### config.mk
export PLATFORM = sky130hd
export DESIGN_NAME = dsp_slice
export DESIGN_NICKNAME = d
export VERILOG_FILES = /design/src/rtl/dsp_slice.sv
export SDC_FILE = /design/constraint.sdc
export NUM_CORES = 2
export LEC_CHECK = 0
export ABC_CLOCK_PERIOD_IN_PS = 8200
export CAP_MARGIN = 10
export CORE_MARGIN = 10
export CORE_UTILIZATION = 30
export DETAILED_ROUTE_END_ITERATION = 6
export GPL_TIMING_DRIVEN = 0
export PLACE_DENSITY = 0.5
export SETUP_SLACK_MARGIN = 0.3
export SLEW_MARGIN = 10
export SYNTH_ARGS = -nofsm -noshare
export SYNTH_HDL_FRONTEND = slang
export SYNTH_SLANG_ARGS = --single-unit
export TNS_END_PERCENT = 5
### constraint.sdc
create_clock -name clk -period 8.2 [get_ports clk]
set_input_delay 1.64 -clock clk [delete_from_list [all_inputs] [get_ports clk]]
set_output_delay 1.64 -clock clk [all_outputs]
set_load 0.05 [all_outputs]
### src/rtl/dsp_slice.sv
// dsp_slice: DSP48A1-style D+/-B pre-adder, 18x18 multiplier and 48-bit post-adder; a/b/d->p 4 edges with all regs, no backpressure (per-stage ce only).
// Define DSP_SLICE_PARAM_CHECK_EN to raise $error at simulation start for illegal *REG / CARRYINSEL / B_INPUT values.

module dsp_slice_stage #(
    parameter int W  = 18,
    parameter int EN = 1
) (
    input  logic         clk,
    input  logic         i_rst,
    input  logic         i_ce,
    input  logic [W-1:0] i_d,
    output logic [W-1:0] o_q
);
    logic [W-1:0] r_q;

    always_ff @(posedge clk or posedge i_rst) begin
        if (i_rst) begin
            r_q <= '0;
        end else if (i_ce) begin
            r_q <= i_d;
        end
    end

    assign o_q = (EN != 0) ? r_q : i_d;
endmodule

module dsp_slice #(
    parameter int    A0REG       = 1,
    parameter int    A1REG       = 1,
    parameter int    B0REG       = 1,
    parameter int    B1REG       = 1,
    parameter int    CREG        = 1,
    parameter int    DREG        = 1,
    parameter int    MREG        = 1,
    parameter int    PREG        = 1,
    parameter int    CARRYINREG  = 1,
    parameter int    CARRYOUTREG = 1,
    parameter int    OPMODEREG   = 1,
    parameter string CARRYINSEL  = "OPMODE5",
    parameter string B_INPUT     = "DIRECT"
) (
    input  logic        clk,
    input  logic        rsta,
    input  logic        rstb,
    input  logic        rstc,
    input  logic        rstd,
    input  logic        rstm,
    input  logic        rstp,
    input  logic        rstcarryin,
    input  logic        rstopmode,
    input  logic [7:0]  opmode,
    input  logic [17:0] a,
    input  logic [17:0] b,
    input  logic [17:0] d,
    input  logic [47:0] c,
    input  logic [17:0] bcin,
    input  logic [47:0] pcin,
    input  logic        carryin,
    input  logic        cea,
    input  logic        ceb,
    input  logic        cec,
    input  logic        ced,
    input  logic        cem,
    input  logic        cep,
    input  logic        cecarryin,
    input  logic        ceopmode,
    output logic [17:0] bcout,
    output logic [47:0] pcout,
    output logic [47:0] p,
    output logic [35:0] m,
    output logic        carryout,
    output logic        carryoutf
);
    localparam bit CYI_FROM_PIN = (CARRYINSEL == "CARRYIN");
    localparam bit B_DIRECT     = (B_INPUT == "DIRECT");
    localparam bit B_CASCADE    = (B_INPUT == "CASCADE");

`ifdef DSP_SLICE_PARAM_CHECK_EN
    initial begin
        if (!(A0REG inside {0, 1}))       $error("dsp_slice: A0REG=%0d not 0/1", A0REG);
        if (!(A1REG inside {0, 1}))       $error("dsp_slice: A1REG=%0d not 0/1", A1REG);
        if (!(B0REG inside {0, 1}))       $error("dsp_slice: B0REG=%0d not 0/1", B0REG);
        if (!(B1REG inside {0, 1}))       $error("dsp_slice: B1REG=%0d not 0/1", B1REG);
        if (!(CREG inside {0, 1}))        $error("dsp_slice: CREG=%0d not 0/1", CREG);
        if (!(DREG inside {0, 1}))        $error("dsp_slice: DREG=%0d not 0/1", DREG);
        if (!(MREG inside {0, 1}))        $error("dsp_slice: MREG=%0d not 0/1", MREG);
        if (!(PREG inside {0, 1}))        $error("dsp_slice: PREG=%0d not 0/1", PREG);
        if (!(CARRYINREG inside {0, 1}))  $error("dsp_slice: CARRYINREG=%0d not 0/1", CARRYINREG);
        if (!(CARRYOUTREG inside {0, 1})) $error("dsp_slice: CARRYOUTREG=%0d not 0/1", CARRYOUTREG);
        if (!(OPMODEREG inside {0, 1}))   $error("dsp_slice: OPMODEREG=%0d not 0/1", OPMODEREG);
        if (!(CARRYINSEL == "CARRYIN" || CARRYINSEL == "OPMODE5"))
            $error("dsp_slice: CARRYINSEL=%s unsupported", CARRYINSEL);
        if (!(B_DIRECT || B_CASCADE))
            $error("dsp_slice: B_INPUT=%s unsupported", B_INPUT);
    end
`else
`endif

    logic [7:0]  w_opm;
    logic [17:0] w_a0, w_a1, w_b0_in, w_b0, w_b1_in, w_b1, w_d, w_pre;
    logic [35:0] w_mult, w_m;
    logic [47:0] w_c, w_x, w_z, w_p;
    logic        w_cin_src, w_cyi, w_cout;
    logic [48:0] w_post;
    logic [47:0] r_p;
    logic        r_cout;

    dsp_slice_stage #(.W(8), .EN(OPMODEREG)) u_opmode (
        .clk(clk), .i_rst(rstopmode), .i_ce(ceopmode), .i_d(opmode), .o_q(w_opm)
    );

    dsp_slice_stage #(.W(18), .EN(A0REG)) u_a0 (
        .clk(clk), .i_rst(rsta), .i_ce(cea), .i_d(a), .o_q(w_a0)
    );
    dsp_slice_stage #(.W(18), .EN(A1REG)) u_a1 (
        .clk(clk), .i_rst(rsta), .i_ce(cea), .i_d(w_a0), .o_q(w_a1)
    );

    assign w_b0_in = B_DIRECT ? b : (B_CASCADE ? bcin : 18'd0);

    dsp_slice_stage #(.W(18), .EN(B0REG)) u_b0 (
        .clk(clk), .i_rst(rstb), .i_ce(ceb), .i_d(w_b0_in), .o_q(w_b0)
    );
    dsp_slice_stage #(.W(18), .EN(DREG)) u_d (
        .clk(clk), .i_rst(rstd), .i_ce(ced), .i_d(d), .o_q(w_d)
    );

    // Pre-adder wraps at 18 bits, matching the primitive it models.
    assign w_pre   = w_opm[6] ? (w_d - w_b0) : (w_d + w_b0);
    assign w_b1_in = w_opm[4] ? w_pre : w_b0;

    dsp_slice_stage #(.W(18), .EN(B1REG)) u_b1 (
        .clk(clk), .i_rst(rstb), .i_ce(ceb), .i_d(w_b1_in), .o_q(w_b1)
    );

    assign w_mult = w_a1 * w_b1;

    dsp_slice_stage #(.W(36), .EN(MREG)) u_m (
        .clk(clk), .i_rst(rstm), .i_ce(cem), .i_d(w_mult), .o_q(w_m)
    );
    dsp_slice_stage #(.W(48), .EN(CREG)) u_c (
        .clk(clk), .i_rst(rstc), .i_ce(cec), .i_d(c), .o_q(w_c)
    );

    // Carry source is taken ahead of the OPMODE register so it pipelines once, through CYI.
    assign w_cin_src = CYI_FROM_PIN ? carryin : opmode[5];

    dsp_slice_stage #(.W(1), .EN(CARRYINREG)) u_cyi (
        .clk(clk), .i_rst(rstcarryin), .i_ce(cecarryin), .i_d(w_cin_src), .o_q(w_cyi)
    );

    always_comb begin
        w_x = '0;
        case (w_opm[1:0])
            2'd0: w_x = '0;
            2'd1: w_x = {12'd0, w_m};
            2'd2: w_x = r_p;
            2'd3: w_x = {w_d[11:0], w_a1, w_b1};
            default: w_x = '0;
        endcase
    end

    always_comb begin
        w_z = '0;
        case (w_opm[3:2])
            2'd0: w_z = '0;
            2'd1: w_z = pcin;
            2'd2: w_z = r_p;
            2'd3: w_z = w_c;
            default: w_z = '0;
        endcase
    end

    assign w_post = w_opm[7] ? ({1'b0, w_z} - ({1'b0, w_x} + {48'd0, w_cyi}))
                             : ({1'b0, w_z} + {1'b0, w_x} + {48'd0, w_cyi});
    assign w_cout = w_post[48];

    // Accumulator feedback always reads the P register, so PREG=0 cannot form a comb loop.
    always_ff @(posedge clk or posedge rstp) begin
        if (rstp) begin
            r_p <= '0;
        end else if (cep) begin
            r_p <= w_post[47:0];
        end
    end

    always_ff @(posedge clk or posedge rstcarryin) begin
        if (rstcarryin) begin
            r_cout <= 1'b0;
        end else if (cecarryin) begin
            r_cout <= w_cout;
        end
    end

    assign w_p       = (PREG != 0) ? r_p : w_post[47:0];
    assign p         = w_p;
    assign pcout     = w_p;
    assign m         = w_m;
    assign bcout     = w_b1;
    assign carryout  = (CARRYOUTREG != 0) ? r_cout : w_cout;
    assign carryoutf = carryout;
endmodule

* Word-level counts from Yosys, hierarchy flattened
Cells that the tools add are included.
Word-level totals: register bits after elaboration 232, bits of input ports 194, logic and storage cells 31
Cells by class: add/subtract/negate cells 6, multiply operators 1, equality and inequality tests 6, mux-type cells 5, reduce and logical (&&, ||, !) cells 2
Operators with widths (number):
- 48-bit case mux with 4 select lines | 2
- 48-bit by 1-bit adder with 49-bit output | 1
- 48-bit by 48-bit adder with 49-bit output | 1
- 49-bit by 1-bit adder with 49-bit output | 1
- 49-bit 2-to-1 mux | 1
- 48-bit by 49-bit subtractor with 49-bit output | 1
- 18-bit by 18-bit multiplier with 36-bit output | 1
- 18-bit 2-to-1 mux | 2
- 18-bit adder | 1
- 18-bit subtractor | 1
- 2-bit equality test (second input constant) | 4
- 2-bit by 1-bit equality test with 1-bit output (second input constant) | 2
- 2-bit zero test | 2

* Logic depth before layout (Yosys ltp)
depth in word-level cells 5, gate-level depth with buffers 26, depth with buffers taken out 24

* Cells and area by module
From an unflattened synthesis, not the netlist that was laid out.
Unflattened totals: cells, all modules 3184, area, all modules 29756.0 µm²
Modules (own cells, without submodules):
- dsp_slice | times used 1, cells an instance 2789, area an instance 22390.2 µm², sequential area each 1226.2 µm²
- dsp_slice_stage at u_a0 ... | times used 5, cells an instance 39, area an instance 725.7 µm², sequential area each 450.4 µm²
- dsp_slice_stage at u_c | times used 1, cells an instance 102, area an instance 1864.3 µm², sequential area each 1201.2 µm²
- dsp_slice_stage at u_m | times used 1, cells an instance 77, area an instance 1493.9 µm², sequential area each 900.9 µm²
- dsp_slice_stage at u_opmode | times used 1, cells an instance 18, area an instance 335.3 µm², sequential area each 200.2 µm²
- dsp_slice_stage at u_cyi | times used 1, cells an instance 3, area an instance 43.8 µm², sequential area each 25.0 µm²

* Worst setup path after synthesis
OpenSTA, ideal clock, no wires.
path kind flip-flop to flip-flop, start register u_b1.r_q[3], in the netlist u_b1.o_q[3], end register u_m.r_q[34], in the netlist u_m.o_q[34], arrival time 6.685 ns, data required time 8.075 ns, path slack 1.391 ns, stages on the path, launching flop included 22, buffers on the path 2, cell sequence dfrtp_1 clkbuf_1 clkbuf_1 nand2_1 fa_1 fa_1 fa_1 inv_1 fa_1 fa_1 inv_1 fa_1 inv_1 ha_1 nand2_1 o41ai_1 a21oi_1 o31ai_1 o21ai_0 o21ai_0 xor2_1 mux2_2
Between the ends: word-level cells in the longest chain between the ends 1
RTL lines:
- from (decl) | RTL line 14 | logic [W-1:0] r_q;
- from (signal assigned) | RTL line 20 | r_q <= i_d;
- 18-bit by 18-bit multiplier with 36-bit output | RTL line 136 | assign w_mult = w_a1 * w_b1;
- to (signal assigned) | RTL line 20
- to (decl) | RTL line 14
No other way between the ends. A chain may end at the register's enable or synchronous reset.

* Worst setup path after layout
start register u_b1.r_q[5], in the netlist u_b1.o_q[5], end register u_m.r_q[34], in the netlist u_m.o_q[34]
Same word-level chain as after synthesis.

==> flow_summary.yaml <==
run_status:
  status: "complete, no violations"
route:
  routed_via_density: 5.052
  wl_per_cell_um: 23.88
  drt_wl_total_mm: 117.4
  drt_pass1_iterations: 6
  first_iter_violations: 1892
  num_vias: 24830
  antenna_left: 0
  drc: 0
sta:
  finalHoldViolCount: 0
  period_minus_slack_ns: 7.680
  setup_violations: 0
  rsz0062_at_grt: "no"
  fmax_mhz: 130.2
  slew_headroom_pct: 17.91
  post-route-period-util_pct: 93.66
  worstMarginPinSlew_ns: 1.220
  drv_slew: 0
  setup-tns-final_ns: 0
  clock_skew_ns: 0.02695
global_route:
  track_usage_pct: 20.61
  grt_pass1_wl_mm: 172.2
  grt_pass1_vias: 25040
  grt_start_max_net_pins: 33
  grt_overflow: 0
  antenna_found_initial: 11
setup_path:
  cpPeakStageDelay_ns: 0.72
  critPathTopFamily: "adder cells"
  crit_required_ns: 8.72
  crit_fanout: 10
  crit_top_cell: "fa_1"
  worstPathArrival_ns: 8.20
  worst_path_max_delay_cell: "o41ai_2"
  endpoint_kind: "flip-flop"
  path_cells: "clkbuf_2 > clkbuf_1 > nand2_1 > fa_1 > fa_1 > fa_1 > inv_1 > fa_1 > fa_1 > inv_1 > fa_1 > inv_1 > ha_1 > nand2_1 > o41ai_2 > a21oi_2 > o31ai_1 > o21ai_0 > o21ai_0 > xor2_1 > mux2_2"
  cp.buffers_inverters: 5
  cp-start-kind: "flip-flop"
  path_class: "reg -> reg"
synth:
  avgSynthCellArea_um2: 8.965
  syn_nets: 3982
  netlist_instances: 3260
  yosysSeqAreaShare_pct: 19.78
  ys.flop_type: "dfrtp_1"
  synth_seq_cells: 231
  synthArstFlopShare_pct: 100.0
  synth.distinct_cells: 79
  synth_edf_count: 0
  netlist_area_um2: 29230
  synth_warnings: 0
final_layout:
  synthToLayoutAreaGrowth_pct: 20.34
  fillers: 10120
  layout-drive-gt1-share_pct: 10.67
  final_core_util_pct: 36.37
  final_nets: 4338
floorplanning:
  core_area_um2: 96710
  die_w_um: 332.1
  ioPinCount: 346
  start_util_pct: 30.22
  die_h_um: 332.1
  placementRows: 114
  floorplan.die_area_um2: 110300
min_path:
  hold_class: "reg -> reg"
cts:
  cts_hold_buf: 0
  ctsResizeCount: 2
  cts_max_level: 1
  cts_tree: "built"
  cts.clk_slew.worst_paths_ns: 0.06
  clock_path_buffers: 3
  root_buffer: "clkbuf_16"
  cts_setup_buffers: 0
  cts-buffers-inserted: 29
  clk_latency_ns: 0.64
  clock-sinks: 231
placed_design:
  hpwl_mm: 97.74
  port_buffers: 320
  routabilityCongestion: 0.9235
flow_run:
  cap_viol_max_count: 0
kinds of logic (layout without fill, tap and decap cells):
group | after synthesis | after routing | synth area share (%)
AO/OA/AOI/OAI | 625 | 625 | 14.41
flip-flops | 231 | 231 | 19.78
multiplexers | 271 | 271 | 10.30
AND/OR/NAND/NOR | 789 | 789 | 12.73
XOR/XNOR | 136 | 136 | 4.076
other | 0 | 3 | 0
adder cells (fa/ha/maj) | 528 | 528 | 29.31
buffers and inverters | 680 | 1056 | 9.393
worst reg2reg max path, stage by stage (launching register included):
cell,delay [ns]
dfrtp_1,0.57
clkbuf_2,0.39
clkbuf_1,0.47
nand2_1,0.14
fa_1,0.52
fa_1,0.48
fa_1,0.55
inv_1,0.05
fa_1,0.48
fa_1,0.49
inv_1,0.05
fa_1,0.47
inv_1,0.04
ha_1,0.36
nand2_1,0.15
o41ai_2,0.73
a21oi_2,0.30
o31ai_1,0.53
o21ai_0,0.21
o21ai_0,0.24
xor2_1,0.09
mux2_2,0.26
final cells by class:
class                   count  area, um^2  area share, %
inverters                 458        1722          4.895
clock inverters            15       188.9         0.5372
repair buffers            325        3311          9.413
flip-flops and latches    231        5781          16.44
clock buffers              36       792.0          2.252
multi-input cells        2349       20720          58.90
well taps                1276        1597          4.539
plain buffers             222        1057          3.006
diodes                      3       7.507        0.02134
stage by stage:
stage               cell area, um^2  setup slack [ns]  std cells  hold WS (ns)
floorplan                     29230             1.391       3260        0.4750
CTS                           35130            0.1515       4912        0.5067
global route                  35170            0.3090       4913        0.5184
detailed placement            34140           -0.2098       4861        0.4900
global placement              34030           -0.2686       4856        0.4844
finish                        35170            0.5201       4915        0.5035
state kept, by name (all words and copies together) (netlist names):
register and cells:
p 48, u_c.o_q 48, u_m.o_q 36, u_a0.o_q 18, u_a1.o_q 18, u_b0.o_q 18, u_b1.o_q 18, u_d.o_q 18
u_opmode.o_q 7, carryout 1, u_cyi.o_q 1
placed cells by master, fill, tap and decap left out, drive strengths merged, types with 9 or more instances in the layout:
| cell type | Yosys | routed |
|---|---|---|
| mux2 | 235 | 235 |
| nand3 | 31 | 31 |
| a21oi | 179 | 179 |
| a211o | 10 | 10 |
| or3 | 10 | 10 |
| o22ai | 9 | 9 |
| fa | 261 | 261 |
| and2 | 142 | 142 |
| a22o | 66 | 66 |
| mux2i | 36 | 36 |
| nor2 | 181 | 181 |
| a211oi | 16 | 16 |
| o21a | 18 | 18 |
| inv | 458 | 461 |
| o31ai | 10 | 10 |
| ha | 267 | 267 |
| clkdlybuf4s50 | 0 | 320 |
| nand2b | 19 | 19 |
| a21o | 60 | 60 |
| and3 | 13 | 13 |
| o21bai | 22 | 22 |
| clkbuf | 159 | 196 |
| buf | 63 | 67 |
| o221ai | 9 | 9 |
| a22oi | 23 | 23 |
| o211ai | 13 | 13 |
| dfrtp | 231 | 231 |
| xnor2 | 103 | 103 |
| a31oi | 25 | 25 |
| nor2b | 25 | 25 |
| xor2 | 33 | 33 |
| nand2 | 293 | 293 |
| nand4 | 14 | 14 |
| nor3 | 30 | 30 |
| o21ai | 100 | 100 |
metal layers:
metal	global-route usage, %	up-vias	part of all wire [%]
met4	5.711	10	3.1
met3	5.457	135	8.1
li1	-	11520	-
met5	0	-	0.049
met1	29.62	12330	48
met2	29.83	830	41
final timing paths:
path / from / endpoint / slack (ns) / cells past startpoint
worst max-delay path: u_b1.o_q[5] / u_m.o_q[34] / 0.52 / 21
worst max register to register: u_b1.o_q[5] / u_m.o_q[34] / 0.52 / 21
max in group asynchronous: rstc / u_c.o_q[3] / 6.24 / 3
min in group asynchronous: rstcarryin / carryout / 1.18 / 2
worst min register to register: u_c.o_q[46] / u_c.o_q[46] / 0.50 / 1
worst min-delay path: u_c.o_q[46] / u_c.o_q[46] / 0.50 / 1
synthesized netlist by cell type, types with 12 or more instances:
library cell / n / area (um^2)
ha_1: 267 / 3341
xor2_1: 33 / 289.0
nor2_1: 181 / 679.4
clkbuf_1: 158 / 593.1
a31oi_1: 24 / 150.1
a21o_1: 60 / 450.4
and3_1: 13 / 81.33
mux2_2: 234 / 2635
and2_1: 141 / 882.1
o21bai_1: 22 / 165.2
nand4_1: 14 / 87.58
o21a_1: 18 / 135.1
buf_1: 13 / 48.80
o21ai_0: 99 / 495.5
a21oi_1: 178 / 890.9
a211oi_1: 16 / 120.1
a22oi_1: 23 / 172.7
nand3_1: 31 / 155.2
nand2_1: 293 / 1100
buf_4: 49 / 367.9
a22o_1: 66 / 578.1
nand2b_1: 19 / 118.9
xnor2_1: 103 / 902.1
nor3_1: 30 / 150.1
fa_1: 261 / 5225
mux2i_1: 36 / 360.4
o211ai_1: 12 / 90.09
dfrtp_1: 231 / 5781
inv_1: 458 / 1719
nor2b_1: 25 / 156.4
Power is left out: the tool's default activity adds up to more than one toggle a clock period on the data nets, which glitch-free logic cannot reach.
